$ cat config.mk
export PLATFORM = sky130hd
export DESIGN_NAME = bit_time_gen
export DESIGN_NICKNAME = d
export VERILOG_FILES = /design/src/rtl/uart_pkg.sv /design/src/rtl/bit_cycle_cnt.sv /design/src/rtl/bit_time_gen.sv
export SDC_FILE = /design/constraint.sdc
export NUM_CORES = 1
export LEC_CHECK = 0
export BUFFER_PORTS_ARGS = -buffer_cell sky130_fd_sc_hd__buf_2
export CORE_MARGIN = 2
export CORE_UTILIZATION = 45
export CTS_CLUSTER_DIAMETER = 150
export DETAILED_ROUTE_END_ITERATION = 8
export GPL_TIMING_DRIVEN = 0
export PLACE_DENSITY = 0.75
export RECOVER_POWER = 100
export SLEW_MARGIN = 20
export SYNTH_ARGS = -nofsm -noshare
export SYNTH_HDL_FRONTEND = slang
export SYNTH_SLANG_ARGS = --single-unit
$ cat constraint.sdc
create_clock -name clk -period 11.35 [get_ports clk]
set_clock_uncertainty 0.1 [all_clocks]
set_input_delay 3.405 -clock clk [delete_from_list [all_inputs] [get_ports clk]]
set_output_delay 3.405 -clock clk [all_outputs]
set_load 0.1 [all_outputs]
$ cat src/rtl/uart_pkg.sv
// uart_pkg: shared definitions for the UART datapath.
//   - bt_state_t    : state type of the bit-timing engine FSM
//   - BAUD_*        : clocks-per-bit divisors for a 100 MHz clock,
//                     rounded to the nearest integer
//   - DEFAULT_CNT_W : default width of the bit-time divisor/counter
//   - DEFAULT_BIT_W : default width of the frame length / bit index
package uart_pkg;

    localparam int DEFAULT_CNT_W = 20;
    localparam int DEFAULT_BIT_W = 4;

    localparam int unsigned BAUD_300    = 333333;
    localparam int unsigned BAUD_600    = 166667;
    localparam int unsigned BAUD_1200   = 83333;
    localparam int unsigned BAUD_2400   = 41667;
    localparam int unsigned BAUD_4800   = 20833;
    localparam int unsigned BAUD_9600   = 10417;
    localparam int unsigned BAUD_19200  = 5208;
    localparam int unsigned BAUD_38400  = 2604;
    localparam int unsigned BAUD_57600  = 1736;
    localparam int unsigned BAUD_115200 = 868;
    localparam int unsigned BAUD_230400 = 434;
    localparam int unsigned BAUD_460800 = 217;
    localparam int unsigned BAUD_921600 = 109;

    typedef enum logic [1:0] {
        ST_IDLE = 2'd0,
        ST_HALF = 2'd1,
        ST_RUN  = 2'd2,
        ST_DONE = 2'd3
    } bt_state_t;

endpackage

$ cat src/rtl/bit_cycle_cnt.sv
// bit_cycle_cnt: free-running cycle counter with a programmable period.
// Ports:
//   clk    in  : rising-edge clock
//   reset  in  : asynchronous active-low reset
//   clr    in  : synchronous clear (wins over en)
//   en     in  : count enable
//   target in  : period in clocks; hit marks the last count of a period
//   hit    out : high while cnt == target - 1
// When enabled, the counter clears itself on the hit edge, so it never
// exceeds target - 1 and cannot wrap for any target <= 2^CNT_W - 1.
module bit_cycle_cnt
    import uart_pkg::*;
#(
    parameter int CNT_W = DEFAULT_CNT_W
) (
    input  logic             clk,
    input  logic             reset,
    input  logic             clr,
    input  logic             en,
    input  logic [CNT_W-1:0] target,
    output logic             hit
);

    logic [CNT_W-1:0] cnt;

    assign hit = (cnt == target - CNT_W'(1));

    always_ff @(posedge clk or negedge reset) begin
        if (!reset) begin
            cnt <= '0;
        end else if (clr) begin
            cnt <= '0;
        end else if (en) begin
            cnt <= hit ? '0 : cnt + CNT_W'(1);
        end
    end

endmodule

$ cat src/rtl/bit_time_gen.sv
// bit_time_gen: bit-timing engine for the UART TX/RX shift FSMs.
// Emits a one-cycle btu pulse every k clocks while enabled, optionally
// preceded by a half-bit interval (receiver mid-bit sampling), and counts
// ticks per frame so the shift FSMs need no bit counters of their own.
// Ports:
//   clk        in  : rising-edge clock
//   reset      in  : asynchronous active-low reset
//   k          in  : clocks per bit (clamped to >= 2), sampled at arm
//   frame_bits in  : ticks per frame (0 treated as 1), sampled at arm
//   half_first in  : first interval is half a bit, sampled at arm
//   do_it      in  : level enable (see handshake note below)
//   btu        out : bit-time-up pulse, one cycle wide
//   bit_idx    out : ticks completed so far in the current frame
//   frame_done out : pulse coincident with the final btu of the frame
//   busy       out : high while timing a frame (HALF or RUN)
//
// Handshake: do_it is a level request. High while IDLE arms on the next
// edge; low in HALF/RUN aborts on the next edge and suppresses btu and
// frame_done combinationally in that same cycle. After a frame the block
// parks in DONE until do_it drops, so each frame needs a low cycle first.
module bit_time_gen
    import uart_pkg::*;
#(
    parameter int CNT_W = DEFAULT_CNT_W,
    parameter int BIT_W = DEFAULT_BIT_W
) (
    input  logic             clk,
    input  logic             reset,
    input  logic [CNT_W-1:0] k,
    input  logic [BIT_W-1:0] frame_bits,
    input  logic             half_first,
    input  logic             do_it,
    output logic             btu,
    output logic [BIT_W-1:0] bit_idx,
    output logic             frame_done,
    output logic             busy
);

    bt_state_t        state;
    logic [CNT_W-1:0] k_q;
    logic [CNT_W-1:0] h_q;
    logic [BIT_W-1:0] nbits_q;

    logic [CNT_W-1:0] k_clamp;
    logic [CNT_W-1:0] h_clamp;
    logic [BIT_W-1:0] nbits_clamp;
    logic [CNT_W-1:0] target;
    logic             active;
    logic             cnt_clr;
    logic             hit;
    logic             last_bit;

    // Arm-time clamps: a period below 2 would leave no room for the half
    // interval, and a zero-length frame would never finish.
    assign k_clamp     = (k < CNT_W'(2)) ? CNT_W'(2) : k;
    assign h_clamp     = ((k_clamp >> 1) == '0) ? CNT_W'(1) : (k_clamp >> 1);
    assign nbits_clamp = (frame_bits == '0) ? BIT_W'(1) : frame_bits;

    assign active   = (state == ST_HALF) || (state == ST_RUN);
    // The counter is held at zero whenever it is not timing, and also on
    // the abort edge so a re-arm always starts from a clean count.
    assign cnt_clr  = !active || !do_it;
    assign target   = (state == ST_HALF) ? h_q : k_q;
    assign last_bit = (bit_idx == nbits_q - BIT_W'(1));

    assign btu        = do_it && active && hit;
    assign frame_done = do_it && (state == ST_RUN) && hit && last_bit;
    assign busy       = active;

    bit_cycle_cnt #(
        .CNT_W (CNT_W)
    ) u_cnt (
        .clk    (clk),
        .reset  (reset),
        .clr    (cnt_clr),
        .en     (active),
        .target (target),
        .hit    (hit)
    );

    always_ff @(posedge clk or negedge reset) begin
        if (!reset) begin
            state   <= ST_IDLE;
            k_q     <= '0;
            h_q     <= '0;
            nbits_q <= '0;
            bit_idx <= '0;
        end else begin
            case (state)
                ST_IDLE: begin
                    bit_idx <= '0;
                    if (do_it) begin
                        k_q     <= k_clamp;
                        h_q     <= h_clamp;
                        nbits_q <= nbits_clamp;
                        state   <= half_first ? ST_HALF : ST_RUN;
                    end
                end
                ST_HALF: begin
                    // The half tick only realigns sampling; it is not a bit.
                    if (!do_it) begin
                        state   <= ST_IDLE;
                        bit_idx <= '0;
                    end else if (hit) begin
                        state <= ST_RUN;
                    end
                end
                ST_RUN: begin
                    if (!do_it) begin
                        state   <= ST_IDLE;
                        bit_idx <= '0;
                    end else if (hit) begin
                        bit_idx <= bit_idx + BIT_W'(1);
                        if (last_bit) begin
                            state <= ST_DONE;
                        end
                    end
                end
                ST_DONE: begin
                    // bit_idx holds the frame length until do_it drops.
                    if (!do_it) begin
                        state   <= ST_IDLE;
                        bit_idx <= '0;
                    end
                end
                default: begin
                    state   <= ST_IDLE;
                    bit_idx <= '0;
                end
            endcase
        end
    end

endmodule

==> results of run 1 <==
registers in the layout, summed over array words and instances (netlist names):
signal and flops:
bit_idx 4, u_cnt.cnt 20, k_q 18, h_q 18
nbits_q 4, state 2
report_power, final:
part           total, W  internal, W  switching, W
combinational  0.000635     0.000247      0.000388
clock          0.000233     0.000128      0.000105
sequential     0.000392     0.000309     0.0000831
total           0.00126     0.000684      0.000576
final timing paths:
| check | start | endpoint | slack (ns) |
|---|---|---|---|
| worst min-delay path | k_q[4] | k_q[4] | 0.41 |
| worst min register to register | k_q[4] | k_q[4] | 0.41 |
| worst max-delay path | state[1] | frame_done | 1.95 |
| min in group asynchronous | reset | k_q[0] | 2.82 |
| worst max register to register | state[1] | state[1] | 5.55 |
| max in group asynchronous | reset | u_cnt.cnt[15] | 5.02 |
Yosys cell counts (3+ instances only):
cell type  number  share of area
and2_1          3         0.0045
or3_1           3         0.0045
clkbuf_1       10         0.0089
nor4_1          7          0.010
nand2_1       118           0.11
o21ai_0        14          0.017
mux2i_1        20          0.047
nand4_1        12          0.018
xnor2_1        23          0.048
xor2_1         26          0.054
nor2_1         36          0.032
nor3b_1        10          0.018
o22ai_1         3         0.0045
inv_1           9         0.0080
a211oi_1        4         0.0071
nand3_1        17          0.020
buf_2           3         0.0036
and3_1          9          0.013
nor4b_1         4         0.0083
buf_6           3         0.0080
ha_1            9          0.027
dfrtp_1        66           0.39
a21oi_1         6         0.0071
or4_1           3         0.0053
nor3_1         16          0.019
tightest hold or removal path, cell delays in order, from the launching register on:
cell and delay, ns:
dfrtp_1 0.38, nand2_1 0.06, nand2_1 0.06
logic make-up (layout without fill, tap and decap cells):
family                     count (synthesis)  in the layout  synth area share
muxes                                     22             22            0.0528
buffers and inverters                     28             78            0.0329
DFF                                       66             66             0.392
AOI/OAI and AO/OA                         51             51            0.0970
xor gates and xnor gates                  49             49             0.102
adders and majority gates                  9              9            0.0267
and+or+nand+nor                          254            254             0.297
final cells by class:
type / count / share of cell area
Clock buffer: 9 / 0.0263
Inverter: 9 / 0.00718
Sequential cell: 66 / 0.351
Clock inverter: 7 / 0.0226
Timing Repair Buffer: 34 / 0.0337
Buffer: 19 / 0.0199
Multi-Input combinational cell: 385 / 0.510
Tap cell: 111 / 0.0295
stage by stage:
step | power [W] | std cells
after floorplan | 0.000887 | 479
after global placement | 0.00101 | 623
final | 0.00126 | 640
after CTS | 0.00127 | 640
after detailed placement | 0.00104 | 624
after global routing | 0.00136 | 640
layer usage:
metal,track usage,vias up,share of wire
met1,0.286,1743,0.46
met3,0.0243,19,0.040
met4,0.0769,0,0.022
met2,0.354,115,0.48
li1,-,1766,-
met5,0,-,0
==> out/qor.txt, run 1 <==
Critical Path, Cell by Cell = inv_1, ha_1, clkbuf_1, buf_6, clkbuf_1, mux2i_1, ha_1, nor4b_1, o2bb2ai_1, nor3_1, nand2_1, o21ai_0, nand4_1, nor3_1, buf_2
Drc violations = 0
Max cap viols = 1
Status = finished, violations left
Flops & latches, synth = 66
Top FF cell, synth = dfrtp_1
Cts hold-fix bufs = 0
Storage cell area = 1650 sq um
Initial DRT Pass Iterations = 5
Pleak = 2.14 nW
Vias = 3643
Worst setup margin = 1.95 ns
Routed WL = 9.87 mm
Hpwl dp = 7.50 mm
YS warnings = 0
Fillers = 821
Fin crit share = 0.828
Htree depth = 3
VDD IR-drop max = 164 uV
PwrDens = 268 nW/um^2
Final GP Congestion = 0.879
Area added between synthesis and finish = 11.7%
Slew margin rel. = -1.10
Hold/Removal Path Class = reg -> reg
Clk buf depth = 2
Post-synth ARST share = 1.00
CTS tree = built
Hold Vio Cnt, Final = 0
Global-route wire length before repair = 17.1 mm
Tot GR Track Use = 0.212
Syn Inst Count = 479
Post-CTS sizing = 0
Worst EP required = 7.85 ns
Slew @ Worst Pin = 3.15 ns
Placement Cell Area = 4550 sq um
Ports = 35
Nets = 561
Post-CTS setup buffer count = 0
Most frequent cells in the layout = nand2_1 (118), dfrtp_1 (66), nor2_1 (36), xor2_1 (26), buf_2 (25)
Largest net degree at the start of global routing = 61
Distinct cells, synth = 63
Final setup vio count = 0
Sequential area share after synthesis = 0.392
Worst hold slack = 0.415 ns
Row cnt = 35
Synthesized area per cell = 8.80 sq um
Design area = 4710 sq um
# diodes = 0
Port bufs = 33
Finished Core Util = 0.514
CP bufs+invs = 5
Critical path startpoint category = flip-flop
Fraction of layout cells with a size suffix above 1 = 0.104
Max-slew violations = 61
Cell family with most CP delay = buffers and inverters
Multi-input gate area = 2400 sq um
Clock root buffer = clkbuf_8
Iteration-0 DRC Markers = 210
Clock slew at reported path FFs = 0.09 ns
Synth Net Count = 516
Antenna violations before repair = 0
Setup WS pre-CTS = 3.11 ns
Avg WL per Cell = 15.4 um
Die Y = 101 um
Critical Path AT = 5.90 ns
Vias in the first global route = 3563
Most common cell after layout, fill and taps aside = nand2_1
ANT nets after route = 0
Minimum clock period = 9.40 ns
Fmax achieved = 106 MHz
Starting density of the core = 0.461
Crit. End Element = primary output
Critical path's slowest cell = o21ai_0
Gr ovfl total = 0
CP peak stage delay = 0.67 ns
Worst hold stages = 2
Sum Neg Setup Slack = 0 ns
Unrepaired setup endpoints after global routing = false
CP Max Fanout = 10
TritonCTS buffer count = 9
Die area = 10200 sq um
Crit path kind = reg -> out
Clock latency on the worst-skew pair = 0.35 ns
Instance count on the critical path = 15
Chip width = 101 um
Failing checks = capacitance limit, slew limit
Core area = 9150 sq um
Post-synth EDFFs = 0
Worst Reg-to-Reg Cells = 16
Cell area after synthesis = 4220 sq um
Vias per cell = 5.69
Sink Count = 66
Note: power is estimated with default switching activity, not from simulation.
==> inputs of run 2 (changes only) <==
--- a/config.mk
+++ b/config.mk
@@ -11,7 +11,7 @@
 export CTS_CLUSTER_DIAMETER = 150
 export DETAILED_ROUTE_END_ITERATION = 8
 export GPL_TIMING_DRIVEN = 0
-export PLACE_DENSITY = 0.75
+export PLACE_DENSITY = 0.77
 export RECOVER_POWER = 100
 export SLEW_MARGIN = 20
 export SYNTH_ARGS = -nofsm -noshare
==> constraint.sdc (replaced) <==
create_clock -name clk -period 8.4 [get_ports clk]
set_clock_uncertainty 0.1 [all_clocks]
set_input_delay 2.52 -clock clk [delete_from_list [all_inputs] [get_ports clk]]
set_output_delay 2.52 -clock clk [all_outputs]
set_load 0.1 [all_outputs]
==> run 2 against run 1 <==
  * The flow still finishes with violations (capacitance limit, slew limit)
  * Wire length hardly changed
  * Cell count stayed put
  * Final area is 0.98% lower
  * Global-route usage hardly changed
  * Register-to-register slack worse by 2.5 ns
  * First-iteration DRC count is 1.9% higher
==> out/qor.txt, run 2 (synthesized netlist as in run 1, its figures left out) <==
Clock root buffer = clkbuf_8 (unchanged)
Crit path kind = reg -> out (unchanged)
Antenna violations before repair = 0 (unchanged)
Final setup vio count = 0 (unchanged)
Most common cell after layout, fill and taps aside = nand2_1 (unchanged)
Vias per cell = 5.61 (was 5.69)
Worst setup margin = 0.813 ns (was 1.95 ns)
Vias in the first global route = 3581 (was 3563)
CTS tree = built (unchanged)
Starting density of the core = 0.461 (unchanged)
Pwr Total = 0.00163 W (was 0.00126 W)
Minimum clock period = 7.59 ns
Slew margin rel. = -0.413 (was -1.10)
Sequential Power Share = 0.325 (was 0.311)
Status = finished, violations left (unchanged)
CP peak stage delay = 0.50 ns (was 0.67 ns)
Drc violations = 0 (unchanged)
Iteration-0 DRC Markers = 214 (was 210)
Row cnt = 35 (unchanged)
Hpwl dp = 7.57 mm (was 7.50 mm)
Avg WL per Cell = 15.4 um (about the same)
Critical Path AT = 4.97 ns (was 5.90 ns)
Clock network power share = 0.152 (was 0.185)
Max cap viols = 1 (unchanged)
Biggest regs = u_cnt.cnt (20), h_q (18), k_q (18) (unchanged)
Hold/Removal Path Class = reg -> reg (unchanged)
Critical path's slowest cell = nor3_1 (was o21ai_0)
Chip width = 101 um (unchanged)
Clock latency on the worst-skew pair = 0.35 ns (about the same)
Port bufs = 33 (unchanged)
Worst EP required = 5.78 ns (was 7.85 ns)
Fmax achieved = 132 MHz
Clk buf depth = 2 (unchanged)
Post-CTS setup buffer count = 0 (unchanged)
Htree depth = 3 (unchanged)
# diodes = 0 (unchanged)
Psw = 0.000771 W (was 0.000576 W)
Sum Neg Setup Slack = 0 ns (unchanged)
Sink Count = 66 (unchanged)
Critical Path, Cell by Cell = inv_1, ha_1, buf_6, buf_6, buf_2, mux2i_1, ha_1, nor4b_1, o2bb2ai_1, nor3_1, nand2_1, o21ai_2, nand4_1, nor3_1, clkbuf_2 (was inv_1, ha_1, clkbuf_1, buf_6, clkbuf_1, mux2i_1, ha_1, nor4b_1, o2bb2ai_1, nor3_1, nand2_1, o21ai_0, nand4_1, nor3_1, buf_2)
PwrDens = 351 nW/um^2 (was 268 nW/um^2)
Switching share of power = 0.472 (was 0.457)
Largest net degree at the start of global routing = 42 (was 61)
Die area = 10200 sq um (unchanged)
Gr ovfl total = 0 (unchanged)
Logic pwr share = 0.524 (was 0.504)
Clock slew at reported path FFs = 0.09 ns (about the same)
Global-route wire length before repair = 17.1 mm (about the same)
Max-slew violations = 42 (was 61)
TritonCTS buffer count = 9 (unchanged)
Core area = 9150 sq um (unchanged)
Int Power = 0.000863 W (was 0.000684 W)
Reg with most FFs = u_cnt.cnt (unchanged)
Most frequent cells in the layout = nand2_1 (118), dfrtp_1 (66), nor2_1 (36), buf_2 (26), xor2_1 (26) (was nand2_1 (118), dfrtp_1 (66), nor2_1 (36), xor2_1 (26), buf_2 (25))
Crit. End Element = primary output (unchanged)
Critical path startpoint category = flip-flop (unchanged)
Ports = 35 (unchanged)
Pleak = 2.12 nW (was 2.14 nW)
Routed WL = 9.87 mm (about the same)
Initial DRT Pass Iterations = 4 (was 5)
Slew @ Worst Pin = 2.12 ns (was 3.15 ns)
Die Y = 101 um (unchanged)
Tot GR Track Use = 0.212 (about the same)
Max FFs per register = 20 (unchanged)
CP Max Fanout = 10 (unchanged)
ANT nets after route = 0 (unchanged)
Cts hold-fix bufs = 0 (unchanged)
VDD IR-drop max = 183 uV (was 164 uV)
Vias = 3589 (was 3643)
Nets = 561 (unchanged)
Hold Vio Cnt, Final = 0 (unchanged)
Unrepaired setup endpoints after global routing = false (unchanged)
Setup WS pre-CTS = 1.31 ns (was 3.11 ns)
Area added between synthesis and finish = 10.6% (was 11.7%)
Post-CTS sizing = 0 (unchanged)
Final GP Congestion = 0.877 (was 0.879)
Failing checks = capacitance limit, slew limit (unchanged)
Fin crit share = 0.903
Fraction of layout cells with a size suffix above 1 = 0.112 (was 0.104)
==> run 2: cell types whose count changed in the layout (fill, tap and decap cells not counted), sizes merged <==
cell / before / now
buf: 30 / 32
bufinv: 2 / 0
clkbuf: 32 / 30
clkinv: 1 / 3
clkinvlp: 0 / 2
inv: 13 / 11
==> run 2: per-stage QoR <==
stage                     std cells  hold WS [ns]  cell area (sq um)  utilization
final                           640         0.413               4660        0.509
after global routing            640         0.446               4660        0.509
after CTS                       640         0.414               4720        0.516
after detailed placement        624         0.394               4540        0.496
after global placement          623         0.380               4520        0.494
after floorplan                 479         0.359               4220            -
==> run 2: layout make-up <==
class | count | area, sq um
Clock buffer | 9 | 124
Buffer | 19 | 103
Tap cell | 111 | 139
Inverter | 9 | 33.8
Fill cell | 836 | 4490
Clock inverter | 7 | 51.3
Multi-Input combinational cell | 385 | 2400
Timing Repair Buffer | 34 | 161
Sequential cell | 66 | 1650
==> run 2: routing by layer <==
metal	vias to the layer above	track usage	part of all wire
met2	87	0.344	0.49
li1	1769	-	-
met1	1722	0.287	0.46
met5	-	0	0
met3	11	0.0340	0.038
met4	0	0.0769	0.018
==> run 2: power groups by stage <==
| stage | Combinational, W | Sequential, W | Clock, W |
|---|---|---|---|
| 2_1_floorplan | 0.000703 | 0.000495 | 0 |
| 3_3_place_gp | 0.000838 | 0.000525 | 0 |
| 3_5_place_dp | 0.000862 | 0.000533 | 0 |
| 4_1_cts | 0.000869 | 0.000527 | 0.000250 |
| 5_1_grt | 0.000954 | 0.000545 | 0.000263 |
| 6_report | 0.000856 | 0.000530 | 0.000248 |
==> run 2: path summary, 6_finish.rpt <==
check                          from            end  slack (ns)  cells after the start
min in group asynchronous     reset         k_q[3]        2.34                      1
hold / removal               k_q[4]         k_q[4]        0.41                      2
max in group asynchronous     reset  u_cnt.cnt[15]        3.25                      2
hold reg to reg              k_q[4]         k_q[4]        0.41                      2
setup / recovery           state[1]     frame_done        0.81                     15
setup reg to reg           state[1]     bit_idx[0]        3.01                     16
==> run 2: worst max-delay path, delay by kind of cell, from the launching register on <==
kind	cells	cell delay, ns
AOI/OAI and AO/OA	2	0.58
adders and majority gates	2	0.65
buffers and inverters	5	1.25
DFF	1	0.44
muxes	1	0.26
and+or+nand+nor	5	1.42
==> inputs of run 3 (changes only) <==
--- a/config.mk
+++ b/config.mk
@@ -11,7 +11,7 @@
 export CTS_CLUSTER_DIAMETER = 150
 export DETAILED_ROUTE_END_ITERATION = 8
 export GPL_TIMING_DRIVEN = 0
-export PLACE_DENSITY = 0.77
+export PLACE_DENSITY = 0.65
 export RECOVER_POWER = 100
 export SLEW_MARGIN = 20
 export SYNTH_ARGS = -nofsm -noshare
==> run 3 against run 2 <==
  * The run still ends with capacitance limit, slew limit left
  * Power rose by 0.62%
  * Setup slack got worse by 0.056 ns
  * Critical path depth is the same
  * Register-to-register slack improved by 0.13 ns
  * Critical endpoint unchanged
==> out/qor.txt, run 3 (synthesized netlist as in run 1, its figures left out) <==
Unrepaired setup endpoints after global routing = false (unchanged)
Tot GR Track Use = 0.216 (was 0.212)
CP peak stage delay = 0.53 ns (was 0.50 ns)
Nets = 561 (unchanged)
ANT nets after route = 0 (unchanged)
Cell family with most CP delay = simple AND/OR/NAND/NOR gates (unchanged)
Htree depth = 3 (unchanged)
Most frequent cells in the layout = nand2_1 (118), dfrtp_1 (66), nor2_1 (36), buf_2 (26), xor2_1 (26) (unchanged)
Vias in the first global route = 3532 (was 3581)
Avg WL per Cell = 15.6 um (was 15.4 um)
Final GP Congestion = 0.827 (was 0.877)
Hold/Removal Path Class = reg -> reg (unchanged)
Vias = 3561 (was 3589)
Die Y = 101 um (unchanged)
Critical path startpoint category = flip-flop (unchanged)
Slew @ Worst Pin = 2.32 ns (was 2.12 ns)
Max-slew violations = 46 (was 42)
Gr ovfl total = 0 (unchanged)
Global-route wire length before repair = 17.2 mm (was 17.1 mm)
Max cap viols = 1 (unchanged)
Starting density of the core = 0.461 (unchanged)
Drc violations = 0 (unchanged)
Routed WL = 9.99 mm (was 9.87 mm)
Final setup vio count = 0 (unchanged)
Ports = 35 (unchanged)
Slew margin rel. = -0.549 (was -0.413)
Hold Vio Cnt, Final = 0 (unchanged)
Vias per cell = 5.56 (was 5.61)
Clk buf depth = 2 (unchanged)
Max FFs per register = 20 (unchanged)
Initial DRT Pass Iterations = 5 (was 4)
VDD IR-drop max = 137 uV (was 183 uV)
Status = finished, violations left (unchanged)
Die area = 10200 sq um (unchanged)
Worst EP required = 5.78 ns (about the same)
Fillers = 869 (was 836)
Core area = 9150 sq um (unchanged)
Critical Path, Cell by Cell = inv_1, ha_1, buf_6, buf_6, buf_2, mux2i_1, ha_1, nor4bb_1, o2bb2ai_1, nor3_1, nand2_1, o21ai_2, nand4_1, nor3_1, clkbuf_2 (was inv_1, ha_1, buf_6, buf_6, buf_2, mux2i_1, ha_1, nor4b_1, o2bb2ai_1, nor3_1, nand2_1, o21ai_2, nand4_1, nor3_1, clkbuf_2)
Clock latency on the worst-skew pair = 0.35 ns (about the same)
PwrDens = 352 nW/um^2 (was 351 nW/um^2)
Post-CTS sizing = 0 (unchanged)
Hpwl dp = 7.57 mm (about the same)
Reg with most FFs = u_cnt.cnt (unchanged)
CP bufs+invs = 5 (unchanged)
# diodes = 0 (unchanged)
Setup WS pre-CTS = 1.25 ns (was 1.31 ns)
Port bufs = 33 (unchanged)
Crit path kind = reg -> out (unchanged)
CTS tree = built (unchanged)
Antenna violations before repair = 0 (unchanged)
Final Non-Filler Cells = 640 (unchanged)
Failing checks = capacitance limit, slew limit (unchanged)
Worst setup margin = 0.757 ns (was 0.813 ns)
Fraction of layout cells with a size suffix above 1 = 0.113 (was 0.112)
Finished Core Util = 0.510 (was 0.509)
Chip width = 101 um (unchanged)
Cts hold-fix bufs = 0 (unchanged)
Most common cell after layout, fill and taps aside = nand2_1 (unchanged)
Clock slew at reported path FFs = 0.09 ns (about the same)
Critical Path AT = 5.02 ns (was 4.97 ns)
Row cnt = 35 (unchanged)
Iteration-0 DRC Markers = 199 (was 214)
Post-CTS setup buffer count = 0 (unchanged)
Pleak = 2.11 nW (was 2.12 nW)
Fin crit share = 0.910 (was 0.903)
Fmax achieved = 131 MHz (was 132 MHz)
Placed Cells = 624 (unchanged)
Biggest regs = u_cnt.cnt (20), h_q (18), k_q (18) (unchanged)
Sink Count = 66 (unchanged)
Clock root buffer = clkbuf_8 (unchanged)
Crit. End Element = primary output (unchanged)
CP Max Fanout = 10 (unchanged)
Minimum clock period = 7.64 ns (was 7.59 ns)
TritonCTS buffer count = 9 (unchanged)
Critical path's slowest cell = nor3_1 (unchanged)
Sum Neg Setup Slack = 0 ns (unchanged)
Area added between synthesis and finish = 10.8% (was 10.6%)
Largest net degree at the start of global routing = 46 (was 42)
run 3: changes by cell type in the layout (fill, tap and decap cells not counted):
cell / delta
clkinv_4: +1
nor4_2: +1
and2_1: -1
and2_0: +1
clkinv_2: -1
nor4_1: -1
inv_6: -1
clkinvlp_4: +1
run 3: final cells by class:
class	count	area, sq um	area share
inverters	9	33.8	0.00723
well taps	111	139	0.0297
clock inverters	7	53.8	0.0115
flip-flops and latches	66	1650	0.354
repair buffers	34	161	0.0346
clock buffers	9	124	0.0265
multi-input cells	385	2400	0.515
plain buffers	19	103	0.0220
run 3: through the flow:
stage          hold slack (ns)  instance area (sq um)  total power, W
2_1_floorplan            0.359                   4220         0.00120
3_3_place_gp             0.385                   4520         0.00138
3_5_place_dp             0.391                   4540         0.00140
4_1_cts                  0.411                   4720         0.00165
5_1_grt                  0.438                   4670         0.00178
6_report                 0.409                   4670         0.00164
run 3: final timing paths:
kind	cells after the start	endpoint	slack, ns	startpoint
max in group asynchronous	2	h_q[13]	3.15	reset
hold reg to reg	2	k_q[4]	0.41	k_q[4]
setup / recovery	15	frame_done	0.76	state[1]
setup reg to reg	16	state[0]	3.14	state[1]
min in group asynchronous	1	u_cnt.cnt[5]	2.29	reset
hold / removal	2	k_q[4]	0.41	k_q[4]
run 3: worst register-to-register path, cell delays in order (launching register included):
cell       delay (ns)
dfrtp_1          0.43
inv_1            0.14
ha_1             0.34
buf_6            0.19
buf_6            0.16
buf_2            0.27
mux2i_1          0.26
ha_1             0.30
nor4bb_1         0.32
o2bb2ai_1        0.22
xnor2_1          0.21
nor4_2           0.38
nand4_1          0.15
nor4_1           0.98
a41oi_1          0.29
nor3b_1          0.22
a211oi_1         0.20
run 3: report_power, final:
part,internal (W),switching [W],total [W]
sequential,0.000417,0.000111,0.000528
clock,0.000108,0.000138,0.000247
combinational,0.000340,0.000529,0.000869
run 3: layer usage:
metal | global-route usage | up-vias | part of all wire
met5 | 0 | - | 0
met4 | 0.0653 | 0 | 0.017
met3 | 0.0430 | 11 | 0.039
met2 | 0.329 | 93 | 0.44
met1 | 0.310 | 1701 | 0.50
li1 | - | 1756 | -
